===== config.mk =====
export PLATFORM = sky130hd
export DESIGN_NAME = bus_slot_scheduler_flat
export DESIGN_NICKNAME = d
export VERILOG_FILES = /design/src/rtl/bus_slot_scheduler_pkg.sv /design/src/rtl/bus_slot_scheduler_if.sv /design/src/rtl/bus_slot_scheduler_slot_timer.sv /design/src/rtl/bus_slot_scheduler.sv /design/src/flat_wrapper.sv
export SDC_FILE = /design/constraint.sdc
export NUM_CORES = 1
export LEC_CHECK = 0
export CORE_UTILIZATION = 50
export CTS_CLUSTER_DIAMETER = 40
export DETAILED_ROUTE_END_ITERATION = 8
export DONT_BUFFER_PORTS = 1
export PLACE_DENSITY = 0.75
export SLEW_MARGIN = 5
export SYNTH_ARGS = -nofsm -noshare
export SYNTH_HDL_FRONTEND = slang
export SYNTH_SLANG_ARGS = --single-unit

===== constraint.sdc =====
create_clock -name clk -period 3.4 [get_ports clk]
set_clock_uncertainty 0.2 [all_clocks]
set_input_delay 0.85 -clock clk [delete_from_list [all_inputs] [get_ports clk]]
set_output_delay 0.85 -clock clk [all_outputs]
set_load 0.01 [all_outputs]

===== src/rtl/bus_slot_scheduler_pkg.sv =====
// Shared types and constants for the SRAM bus slot scheduler.
// Slot numbering fixes the order of owners inside one character time.
package bus_slot_scheduler_pkg;

  localparam int ADDR_W  = 17;
  localparam int DATA_W  = 8;
  localparam int VADDR_W = 12;
  localparam int SLOT_W  = 2;

  localparam logic [ADDR_W-1:0] VRAM_BASE_DEF = 17'h08000;
  localparam logic [ADDR_W-1:0] CROM_BASE_DEF = 17'h18000;

  typedef enum logic [SLOT_W-1:0] {
    SLOT_VRAM = 2'd0,
    SLOT_CROM = 2'd1,
    SLOT_CPU  = 2'd2,
    SLOT_SPI  = 2'd3
  } slot_e;

  // Video address bit 11 only selects VRAM vs char-ROM; the low 11 bits offset the base.
  function automatic logic [ADDR_W-1:0] video_map(input logic [ADDR_W-1:0] base,
                                                  input logic [VADDR_W-1:0] va);
    return base + {{(ADDR_W-11){1'b0}}, va[10:0]};
  endfunction

endpackage


===== src/rtl/bus_slot_scheduler_if.sv =====
// Bundle of video, CPU, SPI and SRAM-pin signals around the slot scheduler.
// slave = scheduler side, master = everything connected to it.
interface bus_slot_scheduler_if;

  logic [bus_slot_scheduler_pkg::VADDR_W-1:0] video_addr;
  logic                                       video_ram_strobe;
  logic                                       video_rom_strobe;
  logic [bus_slot_scheduler_pkg::DATA_W-1:0]  video_data;
  logic [bus_slot_scheduler_pkg::ADDR_W-1:0]  cpu_addr;
  logic                                       cpu_we;
  logic [bus_slot_scheduler_pkg::DATA_W-1:0]  cpu_din;
  logic [bus_slot_scheduler_pkg::DATA_W-1:0]  cpu_dout;
  logic                                       cpu_en;
  logic                                       spi_req;
  logic                                       spi_we;
  logic [bus_slot_scheduler_pkg::ADDR_W-1:0]  spi_addr;
  logic [bus_slot_scheduler_pkg::DATA_W-1:0]  spi_din;
  logic [bus_slot_scheduler_pkg::DATA_W-1:0]  spi_dout;
  logic                                       spi_ack;
  logic [bus_slot_scheduler_pkg::ADDR_W-1:0]  ram_addr;
  logic                                       ram_oe_n;
  logic                                       ram_we_n;
  logic [bus_slot_scheduler_pkg::DATA_W-1:0]  ram_dq_out;
  logic                                       ram_dq_oe;
  logic [bus_slot_scheduler_pkg::DATA_W-1:0]  ram_dq_in;

  modport slave (
    input  video_addr, cpu_addr, cpu_we, cpu_din, spi_req, spi_we, spi_addr, spi_din, ram_dq_in,
    output video_ram_strobe, video_rom_strobe, video_data, cpu_dout, cpu_en,
           spi_dout, spi_ack, ram_addr, ram_oe_n, ram_we_n, ram_dq_out, ram_dq_oe
  );

  modport master (
    output video_addr, cpu_addr, cpu_we, cpu_din, spi_req, spi_we, spi_addr, spi_din, ram_dq_in,
    input  video_ram_strobe, video_rom_strobe, video_data, cpu_dout, cpu_en,
           spi_dout, spi_ack, ram_addr, ram_oe_n, ram_we_n, ram_dq_out, ram_dq_oe
  );

endinterface


===== src/rtl/bus_slot_scheduler_slot_timer.sv =====
// Free-running phase/slot counter: PHASES cycles per slot, four slots per character time.
module bus_slot_scheduler_slot_timer
  import bus_slot_scheduler_pkg::*;
#(
  parameter int PHASES = 4,
  localparam int PW = $clog2(PHASES)
) (
  input  logic          clk,
  input  logic          reset,
  output slot_e         slot_o,
  output logic [PW-1:0] phase_o,
  output logic          first_o,
  output logic          last_o
);

  slot_e         slot_q, slot_d;
  logic [PW-1:0] phase_q, phase_d;
  logic          last;

  assign last = (phase_q == PW'(PHASES - 1));

  always_comb begin
    slot_d  = slot_q;
    phase_d = phase_q + PW'(1);
    if (last) begin
      phase_d = '0;
      slot_d  = slot_e'(slot_q + 2'd1);
    end
  end

  always_ff @(posedge clk) begin
    if (reset) begin
      slot_q  <= SLOT_VRAM;
      phase_q <= '0;
    end else begin
      slot_q  <= slot_d;
      phase_q <= phase_d;
    end
  end

  assign slot_o  = slot_q;
  assign phase_o = phase_q;
  assign first_o = (phase_q == '0);
  assign last_o  = last;

endmodule


===== src/rtl/bus_slot_scheduler.sv =====
// Time-division owner of the shared SRAM bus: VRAM, char-ROM, CPU and SPI slots.
// All bus outputs are a registered decode of the timer, so pins trail the counter by one cycle.
module bus_slot_scheduler
  import bus_slot_scheduler_pkg::*;
#(
  parameter int                PHASES    = 4,
  parameter logic [ADDR_W-1:0] VRAM_BASE = VRAM_BASE_DEF,
  parameter logic [ADDR_W-1:0] CROM_BASE = CROM_BASE_DEF,
  localparam int               PW        = $clog2(PHASES)
) (
  input  logic                clk,
  input  logic                reset,
  bus_slot_scheduler_if.slave bus
);

  slot_e         slot;
  logic [PW-1:0] phase;
  logic          first, last, mid, early, is_cpu, acc, req_rise;

  logic              ram_strobe_q, ram_strobe_d, rom_strobe_q, rom_strobe_d;
  logic              oe_n_q, oe_n_d, we_n_q, we_n_d, dq_oe_q, dq_oe_d;
  logic              cpu_en_q, cpu_en_d, spi_ack_q, spi_ack_d;
  logic              acc_we_q, acc_we_d, spi_active_q, spi_active_d;
  logic              pend_q, pend_d, spi_req_q;
  logic [ADDR_W-1:0] ram_addr_q, ram_addr_d;
  logic [DATA_W-1:0] dq_out_q, dq_out_d, cpu_dout_q, cpu_dout_d, spi_dout_q, spi_dout_d;

  bus_slot_scheduler_slot_timer #(.PHASES(PHASES)) u_timer (
    .clk     (clk),
    .reset   (reset),
    .slot_o  (slot),
    .phase_o (phase),
    .first_o (first),
    .last_o  (last)
  );

  assign mid      = !first && !last;
  assign early    = (phase <= PW'(PHASES - 2));
  assign is_cpu   = (slot == SLOT_CPU);
  assign req_rise = bus.spi_req & ~spi_req_q;

  always_comb begin
    ram_strobe_d = 1'b0;
    rom_strobe_d = 1'b0;
    oe_n_d       = 1'b1;
    we_n_d       = 1'b1;
    dq_oe_d      = 1'b0;
    cpu_en_d     = 1'b0;
    spi_ack_d    = 1'b0;
    ram_addr_d   = ram_addr_q;
    dq_out_d     = dq_out_q;
    cpu_dout_d   = cpu_dout_q;
    spi_dout_d   = spi_dout_q;
    acc_we_d     = acc_we_q;
    spi_active_d = spi_active_q;
    pend_d       = pend_q;

    // The SPI slot commits at its first phase; later requests wait a full character time.
    if (slot == SLOT_SPI && first) spi_active_d = pend_q;
    acc = is_cpu || (slot == SLOT_SPI && spi_active_d);

    case (slot)
      SLOT_VRAM, SLOT_CROM: begin
        ram_strobe_d = (slot == SLOT_VRAM) && early;
        rom_strobe_d = (slot == SLOT_CROM) && early;
        oe_n_d       = first;
        if (phase == PW'(1))
          ram_addr_d = video_map((slot == SLOT_VRAM) ? VRAM_BASE : CROM_BASE, bus.video_addr);
      end
      SLOT_CPU, SLOT_SPI: begin
        if (acc) begin
          if (first) begin
            acc_we_d = is_cpu ? bus.cpu_we  : bus.spi_we;
            dq_out_d = is_cpu ? bus.cpu_din : bus.spi_din;
          end
          if (phase == PW'(1)) ram_addr_d = is_cpu ? bus.cpu_addr : bus.spi_addr;
          if (acc_we_d) begin
            dq_oe_d = 1'b1;
            we_n_d  = !mid;
          end else begin
            oe_n_d = first;
            if (last) begin
              if (is_cpu) cpu_dout_d = bus.ram_dq_in;
              else        spi_dout_d = bus.ram_dq_in;
            end
          end
          if (last) begin
            if (is_cpu) begin
              cpu_en_d = 1'b1;
            end else begin
              spi_ack_d    = 1'b1;
              pend_d       = 1'b0;
              spi_active_d = 1'b0;
            end
          end
        end
      end
      default: ;
    endcase

    if (req_rise) pend_d = 1'b1;
  end

  always_ff @(posedge clk) begin
    if (reset) begin
      ram_strobe_q <= 1'b0;
      rom_strobe_q <= 1'b0;
      oe_n_q       <= 1'b1;
      we_n_q       <= 1'b1;
      dq_oe_q      <= 1'b0;
      cpu_en_q     <= 1'b0;
      spi_ack_q    <= 1'b0;
      ram_addr_q   <= '0;
      dq_out_q     <= '0;
      cpu_dout_q   <= '0;
      spi_dout_q   <= '0;
      acc_we_q     <= 1'b0;
      spi_active_q <= 1'b0;
      pend_q       <= 1'b0;
      spi_req_q    <= 1'b0;
    end else begin
      ram_strobe_q <= ram_strobe_d;
      rom_strobe_q <= rom_strobe_d;
      oe_n_q       <= oe_n_d;
      we_n_q       <= we_n_d;
      dq_oe_q      <= dq_oe_d;
      cpu_en_q     <= cpu_en_d;
      spi_ack_q    <= spi_ack_d;
      ram_addr_q   <= ram_addr_d;
      dq_out_q     <= dq_out_d;
      cpu_dout_q   <= cpu_dout_d;
      spi_dout_q   <= spi_dout_d;
      acc_we_q     <= acc_we_d;
      spi_active_q <= spi_active_d;
      pend_q       <= pend_d;
      spi_req_q    <= bus.spi_req;
    end
  end

  assign bus.video_ram_strobe = ram_strobe_q;
  assign bus.video_rom_strobe = rom_strobe_q;
  assign bus.video_data       = bus.ram_dq_in;
  assign bus.cpu_dout         = cpu_dout_q;
  assign bus.cpu_en           = cpu_en_q;
  assign bus.spi_dout         = spi_dout_q;
  assign bus.spi_ack          = spi_ack_q;
  assign bus.ram_addr         = ram_addr_q;
  assign bus.ram_oe_n         = oe_n_q;
  assign bus.ram_we_n         = we_n_q;
  assign bus.ram_dq_out       = dq_out_q;
  assign bus.ram_dq_oe        = dq_oe_q;

endmodule


===== src/flat_wrapper.sv =====
// flat-port wrapper written by rule: the top's interface ports become plain ports
module bus_slot_scheduler_flat import bus_slot_scheduler_pkg::*;
#(
  parameter int                PHASES    = 4,
  parameter logic [ADDR_W-1:0] VRAM_BASE = VRAM_BASE_DEF,
  parameter logic [ADDR_W-1:0] CROM_BASE = CROM_BASE_DEF,
  localparam int               PW        = $clog2(PHASES)
)
  (clk, reset, bus_video_addr, bus_cpu_addr, bus_cpu_we, bus_cpu_din, bus_spi_req, bus_spi_we, bus_spi_addr, bus_spi_din, bus_ram_dq_in, bus_video_ram_strobe, bus_video_rom_strobe, bus_video_data, bus_cpu_dout, bus_cpu_en, bus_spi_dout, bus_spi_ack, bus_ram_addr, bus_ram_oe_n, bus_ram_we_n, bus_ram_dq_out, bus_ram_dq_oe);
  bus_slot_scheduler_if bus_i ();
  input  logic clk;
  input  logic reset;
  input wire logic [$bits(bus_i.video_addr)-1:0] bus_video_addr;
  input wire logic [$bits(bus_i.cpu_addr)-1:0] bus_cpu_addr;
  input wire logic [$bits(bus_i.cpu_we)-1:0] bus_cpu_we;
  input wire logic [$bits(bus_i.cpu_din)-1:0] bus_cpu_din;
  input wire logic [$bits(bus_i.spi_req)-1:0] bus_spi_req;
  input wire logic [$bits(bus_i.spi_we)-1:0] bus_spi_we;
  input wire logic [$bits(bus_i.spi_addr)-1:0] bus_spi_addr;
  input wire logic [$bits(bus_i.spi_din)-1:0] bus_spi_din;
  input wire logic [$bits(bus_i.ram_dq_in)-1:0] bus_ram_dq_in;
  output wire logic [$bits(bus_i.video_ram_strobe)-1:0] bus_video_ram_strobe;
  output wire logic [$bits(bus_i.video_rom_strobe)-1:0] bus_video_rom_strobe;
  output wire logic [$bits(bus_i.video_data)-1:0] bus_video_data;
  output wire logic [$bits(bus_i.cpu_dout)-1:0] bus_cpu_dout;
  output wire logic [$bits(bus_i.cpu_en)-1:0] bus_cpu_en;
  output wire logic [$bits(bus_i.spi_dout)-1:0] bus_spi_dout;
  output wire logic [$bits(bus_i.spi_ack)-1:0] bus_spi_ack;
  output wire logic [$bits(bus_i.ram_addr)-1:0] bus_ram_addr;
  output wire logic [$bits(bus_i.ram_oe_n)-1:0] bus_ram_oe_n;
  output wire logic [$bits(bus_i.ram_we_n)-1:0] bus_ram_we_n;
  output wire logic [$bits(bus_i.ram_dq_out)-1:0] bus_ram_dq_out;
  output wire logic [$bits(bus_i.ram_dq_oe)-1:0] bus_ram_dq_oe;
  assign bus_i.video_addr = bus_video_addr;
  assign bus_i.cpu_addr = bus_cpu_addr;
  assign bus_i.cpu_we = bus_cpu_we;
  assign bus_i.cpu_din = bus_cpu_din;
  assign bus_i.spi_req = bus_spi_req;
  assign bus_i.spi_we = bus_spi_we;
  assign bus_i.spi_addr = bus_spi_addr;
  assign bus_i.spi_din = bus_spi_din;
  assign bus_i.ram_dq_in = bus_ram_dq_in;
  assign bus_video_ram_strobe = bus_i.video_ram_strobe;
  assign bus_video_rom_strobe = bus_i.video_rom_strobe;
  assign bus_video_data = bus_i.video_data;
  assign bus_cpu_dout = bus_i.cpu_dout;
  assign bus_cpu_en = bus_i.cpu_en;
  assign bus_spi_dout = bus_i.spi_dout;
  assign bus_spi_ack = bus_i.spi_ack;
  assign bus_ram_addr = bus_i.ram_addr;
  assign bus_ram_oe_n = bus_i.ram_oe_n;
  assign bus_ram_we_n = bus_i.ram_we_n;
  assign bus_ram_dq_out = bus_i.ram_dq_out;
  assign bus_ram_dq_oe = bus_i.ram_dq_oe;
  bus_slot_scheduler #(.PHASES(PHASES), .VRAM_BASE(VRAM_BASE), .CROM_BASE(CROM_BASE)) u_core (.clk(clk), .reset(reset), .bus(bus_i));
endmodule

==> results of run 1 <==
## critical path, cell delays in order, from the launching register on
cell       delay, ns
dfxtp_1         0.48
ha_1            0.27
buf_4           0.31
and2b_2         0.32
a2bb2oi_2       0.54
buf_4           0.24
nor2_1          0.04
nor3_1          0.16
## power groups by stage
stage / Combinational [mW] / Sequential (mW) / Clock [mW]
after detailed placement: 0.132 / 0.739 / 0
after floorplan: 0.129 / 0.732 / 0
after global routing: 0.148 / 0.727 / 0.408
after global placement: 0.130 / 0.737 / 0
final: 0.132 / 0.723 / 0.368
after CTS: 0.133 / 0.724 / 0.382
## worst paths after layout
path	from	slack, ns	cells after the start	endpoint
worst max register to register	u_core.u_timer.slot_o[1]	0.76	7	u_core.bus.ram_addr[13]
worst max-delay path	u_core.u_timer.slot_o[1]	0.76	7	u_core.bus.ram_addr[13]
worst min-delay path	u_core.acc_we_q	0.25	2	u_core.acc_we_q
worst min register to register	u_core.acc_we_q	0.25	2	u_core.acc_we_q
## per-layer routing
layer | up-vias | share of wire, %
met2 | 71 | 50
met4 | 0 | 1.2
met3 | 5 | 7.6
met1 | 858 | 41
li1 | 919 | -
met5 | - | 0
## kinds of logic (layout without fill, tap and decap cells)
logic type | Yosys count | count (layout) | share of synthesized area, %
compound gates | 51 | 51 | 14.95
xor+xnor | 1 | 1 | 0.3387
fa+ha+maj | 8 | 8 | 3.870
buf+inv | 32 | 18 | 7.063
flops | 56 | 56 | 43.35
mux | 40 | 40 | 15.72
simple gates | 87 | 87 | 14.71
## cell usage after synthesis
| master | number |
|---|---|
| xnor2_1 | 1 |
| nand2_1 | 28 |
| inv_1 | 5 |
| buf_6 | 2 |
| nand3_1 | 2 |
| nor3b_1 | 1 |
| nand2b_1 | 1 |
| or2_2 | 1 |
| a221oi_1 | 4 |
| buf_2 | 3 |
| a21oi_1 | 20 |
| and3_1 | 2 |
| and2b_2 | 1 |
| a211o_1 | 1 |
| buf_4 | 9 |
| nor2_1 | 35 |
| ha_1 | 8 |
| mux2_2 | 1 |
| and2_1 | 2 |
| clkbuf_8 | 1 |
| o22ai_1 | 1 |
| a2bb2oi_2 | 1 |
| mux2i_1 | 38 |
| nor4_1 | 1 |
| o211ai_1 | 12 |
| o221ai_1 | 1 |
| dfxtp_1 | 56 |
| nor2b_1 | 4 |
| a211oi_1 | 9 |
| clkbuf_1 | 12 |
| nor3_1 | 7 |
| mux2_4 | 1 |
| a2111oi_4 | 2 |
| or3_1 | 1 |
| nand3b_1 | 1 |
## sequential cells by signal, summed over array words and instances, names as in the netlist, 2 cells and up
register and flops:
u_core.bus.cpu_dout 8, u_core.bus.spi_dout 8, u_core.u_timer.phase_o 2, u_core.bus.ram_addr 17, u_core.u_timer.slot_o 2, u_core.bus.ram_dq_out 8
## cells in the final DEF (no fill, tap or decap)
cell / instances
nor3_1: 7
nor2_1: 35
a2bb2oi_2: 1
a21oi_1: 20
o211ai_1: 12
o221ai_1: 1
and3_1: 2
a211oi_1: 9
nor4_1: 1
nor3b_1: 1
clkbuf_8: 6
ha_1: 8
nand2b_1: 1
mux2_2: 1
mux2_4: 1
nand3_1: 2
or3_1: 1
nor2b_1: 4
buf_4: 5
o22ai_1: 1
and2b_2: 1
inv_1: 5
a211o_1: 1
a2111oi_4: 2
a221oi_1: 4
nand2_1: 28
xnor2_1: 1
and2_1: 2
dfxtp_1: 56
clkinv_2: 2
nand3b_1: 1
or2_2: 1
mux2i_1: 38
## cell type report
cell class	count	area, um^2	area share [%]
Clock buffer	6	82.58	3.132
Clock inverter	2	10.01	0.3797
Sequential cell	56	1121	42.53
Tap cell	67	83.83	3.180
Multi-Input combinational cell	187	1282	48.65
Inverter	5	18.77	0.7119
Timing Repair Buffer	5	37.54	1.424
==> flow_metrics.env, run 1 <==
export IMPL_p_seq_share_pct=59.2
export IMPL_post_drt_wl_per_cell_um=15.96
export IMPL_vias=1853
export IMPL_maxSlewHeadroom_pct=37.35
export IMPL_cts_root_buf="clkbuf_8"
export IMPL_yosysUniqueCellTypes=35
export IMPL_final_cells=328
export IMPL_cp_start_kind="flop"
export IMPL_syn_avg_cell_area_um2=9.404
export IMPL_place_inst=320
export IMPL_n_antenna_cell=0
export IMPL_clockBufferDepth=2
export IMPL_clk_pin_slew_ns=0.10
export IMPL_place_detailed_hpwl_mm=3.766
export IMPL_grt_use_met2_pct=34.14
export IMPL_dpl_cell_area_mm2=0.002544
export IMPL_max_clock_freq_mhz=379.4
export IMPL_insertion_delay_ns=0.30
export IMPL_grt_pass1_vias=1695
export IMPL_p_switching_mw=0.3128
export IMPL_post_route_util_pct=54.37
export IMPL_cts_resized=0
export IMPL_end_kind="flop"
export IMPL_wirelength_mm=5.235
export IMPL_layout_setup_ws_ns=0.7645
export IMPL_start_util_pct=53.34
export IMPL_switching_share_pct=25.59
export IMPL_io_pins=131
export IMPL_coreArea_mm2=0.004848
export IMPL_synthesis_area_mm2=0.002586
export IMPL_synthCells=275
export IMPL_synth_top_area_share_pct=43.35
export IMPL_row_count=25
export IMPL_worstMarginPinSlew_ns=0.9378
export IMPL_critPathMaxFanout=22
export IMPL_clockPowerShare_pct=30.1
export IMPL_gp_congestion=0.7154
export IMPL_grt_first_pass_wirelength_mm=7.645
export IMPL_syn_to_final_growth_pct=1.935
export IMPL_ys_seq_elements=56
export IMPL_post_route_period_util_pct=77.52
export IMPL_cts_sinks=56
export IMPL_antenna_found_initial=0
export IMPL_grt_start_max_net_pins=55
export IMPL_grt_busiest_layer="met2"
export IMPL_synth_area_top_cells="dfxtp_1 43%, mux2i_1 15%, nor2_1 5.1%, nand2_1 4.1%, a21oi_1 3.9%"
export IMPL_drc=0
export IMPL_ant_nets=0
export IMPL_die_area_mm2=0.005464
export IMPL_global_route_usage_met3_pct=5.487
export IMPL_hp_class="flop to flop"
export IMPL_intPower_mw=0.9097
export IMPL_holdWs_ns=0.2542
export IMPL_final_area_mm2=0.002636
export IMPL_drv_slew=0
export IMPL_yosysTopAreaCell="dfxtp_1"
export IMPL_powerDensity_mw_per_mm2=463.7
export IMPL_die_x_um=73.92
export IMPL_p_leak_nw=0.8915
export IMPL_first_pass_iters=4
export IMPL_maxCapViolCount=0
export IMPL_pre_cts_slack_ns=0.7468
export IMPL_min_period_ns=2.636
export IMPL_cts_tree="yes"
export IMPL_hold_viol_final=0
export IMPL_power_frac_comb_pct=10.8
export IMPL_drive_gt1_share_pct=7.663
export IMPL_finalNetCount=343
export IMPL_grt_setup_unrepaired="false"
export IMPL_cts_buffers=5
export IMPL_grt_overflow=0
export IMPL_worstPathArrival_ns=2.66
export IMPL_first_iter_violations=55
export IMPL_port_buffers=0
export IMPL_gr_usage_all_layers_pct=18.40
export IMPL_syn_num_nets=358
export IMPL_max_vdd_ir_drop_uv=224.3
export IMPL_critPathKind="flop to flop"
export IMPL_total_power_mw=1.223
export IMPL_nFillCells=447
export IMPL_cp_required_ns=3.43
export IMPL_grt_use_met1_pct=19.85
export IMPL_post_cts_buffers=0
export IMPL_yosysSeqAreaShare_pct=43.35
export IMPL_hold_buffers=0
export IMPL_viasPerCell=5.649
export IMPL_fp_dieH_um=73.92
export IMPL_status="finished clean"
export IMPL_setup_viol_count_final=0
export IMPL_ys_warn_count=0
export IMPL_fin_tns_setup_ns=0
export IMPL_htreeDepth=2
(Power assumes the default switching activity.)
==> run 2, diff against run 1 <==
Settings changed: PLACE_DENSITY 0.75 to 0.78.
Clock period 3.4 ns to 2.1 ns, I/O delays scaled along.
==> run 2 against run 1 <==
Compared with the run above: utilization is 4.8 points higher; register-to-register slack worse by 0.72 ns; design area is 8.8% higher; total power is 66% higher; routed wire length is 3.5% higher; non-clock buffer count is 17 higher; critical path type unchanged.
==> flow_metrics.env, run 2 (same netlist as run 1, synthesis figures left out) <==
export IMPL_clockBufferDepth=2
export IMPL_setup_viol_count_final=0
export IMPL_global_route_usage_met3_pct=7.270
export IMPL_post_route_util_pct=59.17
export IMPL_grt_use_met1_pct=18.93
export IMPL_grt_busiest_layer="met2"
export IMPL_start_util_pct=53.34
export IMPL_worstMarginPinSlew_ns=0.3540
export IMPL_row_count=25
export IMPL_pre_cts_slack_ns=0.02429
export IMPL_ant_nets=0
export IMPL_final_common_cell="dfxtp_1"
export IMPL_port_buffers=0
export IMPL_die_x_um=73.92
export IMPL_max_clock_freq_mhz=487.1
export IMPL_drc=0
export IMPL_post_route_period_util_pct=97.75
export IMPL_wirelength_mm=5.419
export IMPL_first_iter_violations=62
export IMPL_layout_common_cells="53 x dfxtp_1, 37 x mux2i_1, 35 x nor2_1"
export IMPL_r2r_slack_ns=0.05
export IMPL_htreeDepth=2
export IMPL_total_power_mw=2.031
export IMPL_first_pass_iters=4
export IMPL_maxSlewHeadroom_pct=75.93
export IMPL_cts_root_buf="clkbuf_8"
export IMPL_p_leak_nw=0.9903
export IMPL_worstPathArrival_ns=2.06
export IMPL_hp_class="input pin to flop"
export IMPL_grt_use_met2_pct=33.94
export IMPL_post_drt_wl_per_cell_um=15.71
export IMPL_maxCapViolCount=0
export IMPL_drv_slew=0
export IMPL_min_period_ns=2.053
export IMPL_crit_path_start="u_core.u_timer.slot_o[0]"
export IMPL_critPathMaxFanout=8
export IMPL_cts_buffers=5
export IMPL_viasPerCell=5.586
export IMPL_grt_start_max_net_pins=55
export IMPL_gp_congestion=0.7589
export IMPL_finalNetCount=360
export IMPL_cp_endpoint="u_core.bus.spi_dout[4]"
export IMPL_nFillCells=418
export IMPL_cts_tree="yes"
export IMPL_drive_gt1_share_pct=16.55
export IMPL_n_antenna_cell=0
export IMPL_clk_pin_slew_ns=0.10
export IMPL_syn_to_final_growth_pct=10.93
export IMPL_cp_required_ns=2.10
export IMPL_grt_first_pass_wirelength_mm=7.707
export IMPL_status="finished clean"
export IMPL_critPathKind="flop to flop"
export IMPL_powerDensity_mw_per_mm2=707.9
export IMPL_grt_overflow=0
export IMPL_coreArea_mm2=0.004848
export IMPL_hold_viol_final=0
export IMPL_grt_setup_unrepaired="true"
export IMPL_antenna_found_initial=0
export IMPL_worstReg2RegStart="u_core.u_timer.slot_o[0]"
export IMPL_gr_usage_all_layers_pct=18.49
export IMPL_place_detailed_hpwl_mm=3.974
export IMPL_vias=1927
export IMPL_r2r_end="u_core.bus.spi_dout[4]"
export IMPL_io_pins=131
export IMPL_largest_reg_flops=17
export IMPL_cp_start_kind="flop"
export IMPL_final_area_mm2=0.002869
export IMPL_fp_dieH_um=73.92
export IMPL_layout_setup_ws_ns=0.04722
export IMPL_cts_sinks=56
export IMPL_grt_pass1_vias=1768
export IMPL_reg2reg_depth=7
export IMPL_holdWs_ns=0.06480
export IMPL_die_area_mm2=0.005464
export IMPL_end_kind="flop"
export IMPL_insertion_delay_ns=0.31
export IMPL_max_vdd_ir_drop_uv=323.9
export IMPL_dpl_cell_area_mm2=0.002719
==> run 2: changes by cell type in the layout (fill, tap and decap cells not counted), sizes merged <==
cell / change
buf: +17
clkbuf: -1
clkinv: -1
clkinvlp: +2
==> run 2: report_power, final <==
group | internal, mW | total, mW | switching [mW]
Clock | 0.237 | 0.586 | 0.349
Combinational | 0.142 | 0.273 | 0.132
Sequential | 1.11 | 1.17 | 0.0579
==> run 2: layout make-up <==
type	count	area [um^2]	area share, %
inverters	5	21.27	0.7414
multi-input cells	187	1319	45.97
repair buffers	22	222.7	7.763
well taps	67	83.83	2.922
clock inverters	3	23.77	0.8286
clock buffers	5	68.82	2.399
flip-flops and latches	56	1130	39.38
==> run 2: layer usage <==
metal  up-vias  share of wire [%]
li1        955                  -
met1       881                 39
met2        86                 50
met3         5                9.2
met4         0               0.98
met5         -                  0
==> run 2: how the worst min path moves through the flow <==
stage | depth (start not counted) | from | slack [ns] | endpoint
2_1_floorplan | 1 | u_core.u_timer.phase_o[0] | 0.21 | u_core.u_timer.phase_o[0]
3_3_place_gp | 1 | u_core.u_timer.phase_o[0] | 0.22 | u_core.u_timer.phase_o[0]
3_5_place_dp | 1 | u_core.u_timer.phase_o[0] | 0.23 | u_core.u_timer.phase_o[0]
4_1_cts | 1 | reset | 0.06 | u_core.acc_we_q
5_1_grt | 1 | reset | 0.05 | u_core.bus.cpu_dout[4]
6_report | 1 | reset | 0.06 | u_core.bus.cpu_dout[0]
==> run 2: critical path, stage by stage (launching register included) <==
cell and delay, ns:
dfxtp_4 0.40, inv_4 0.04, ha_4 0.17, mux2_4 0.34
a2111oi_4 0.35, buf_12 0.19, mux2i_1 0.19, nor2_1 0.06
==> run 2: what timing repair did <==
action	in CTS	in global routing
setup endpoints to repair	1	32
hold buffers	0	0
buffers inserted	0	3
gates resized for setup	1	8
pin swaps	0	3
endpoints found under the hold margin	0	0
==> run 2: through the flow <==
step                      setup TNS (ns)  std cells
after floorplan                  -0.6207        275
after global placement                 0        334
after detailed placement               0        334
after CTS                              0        342
after global routing             -0.1009        345
final                                  0        345
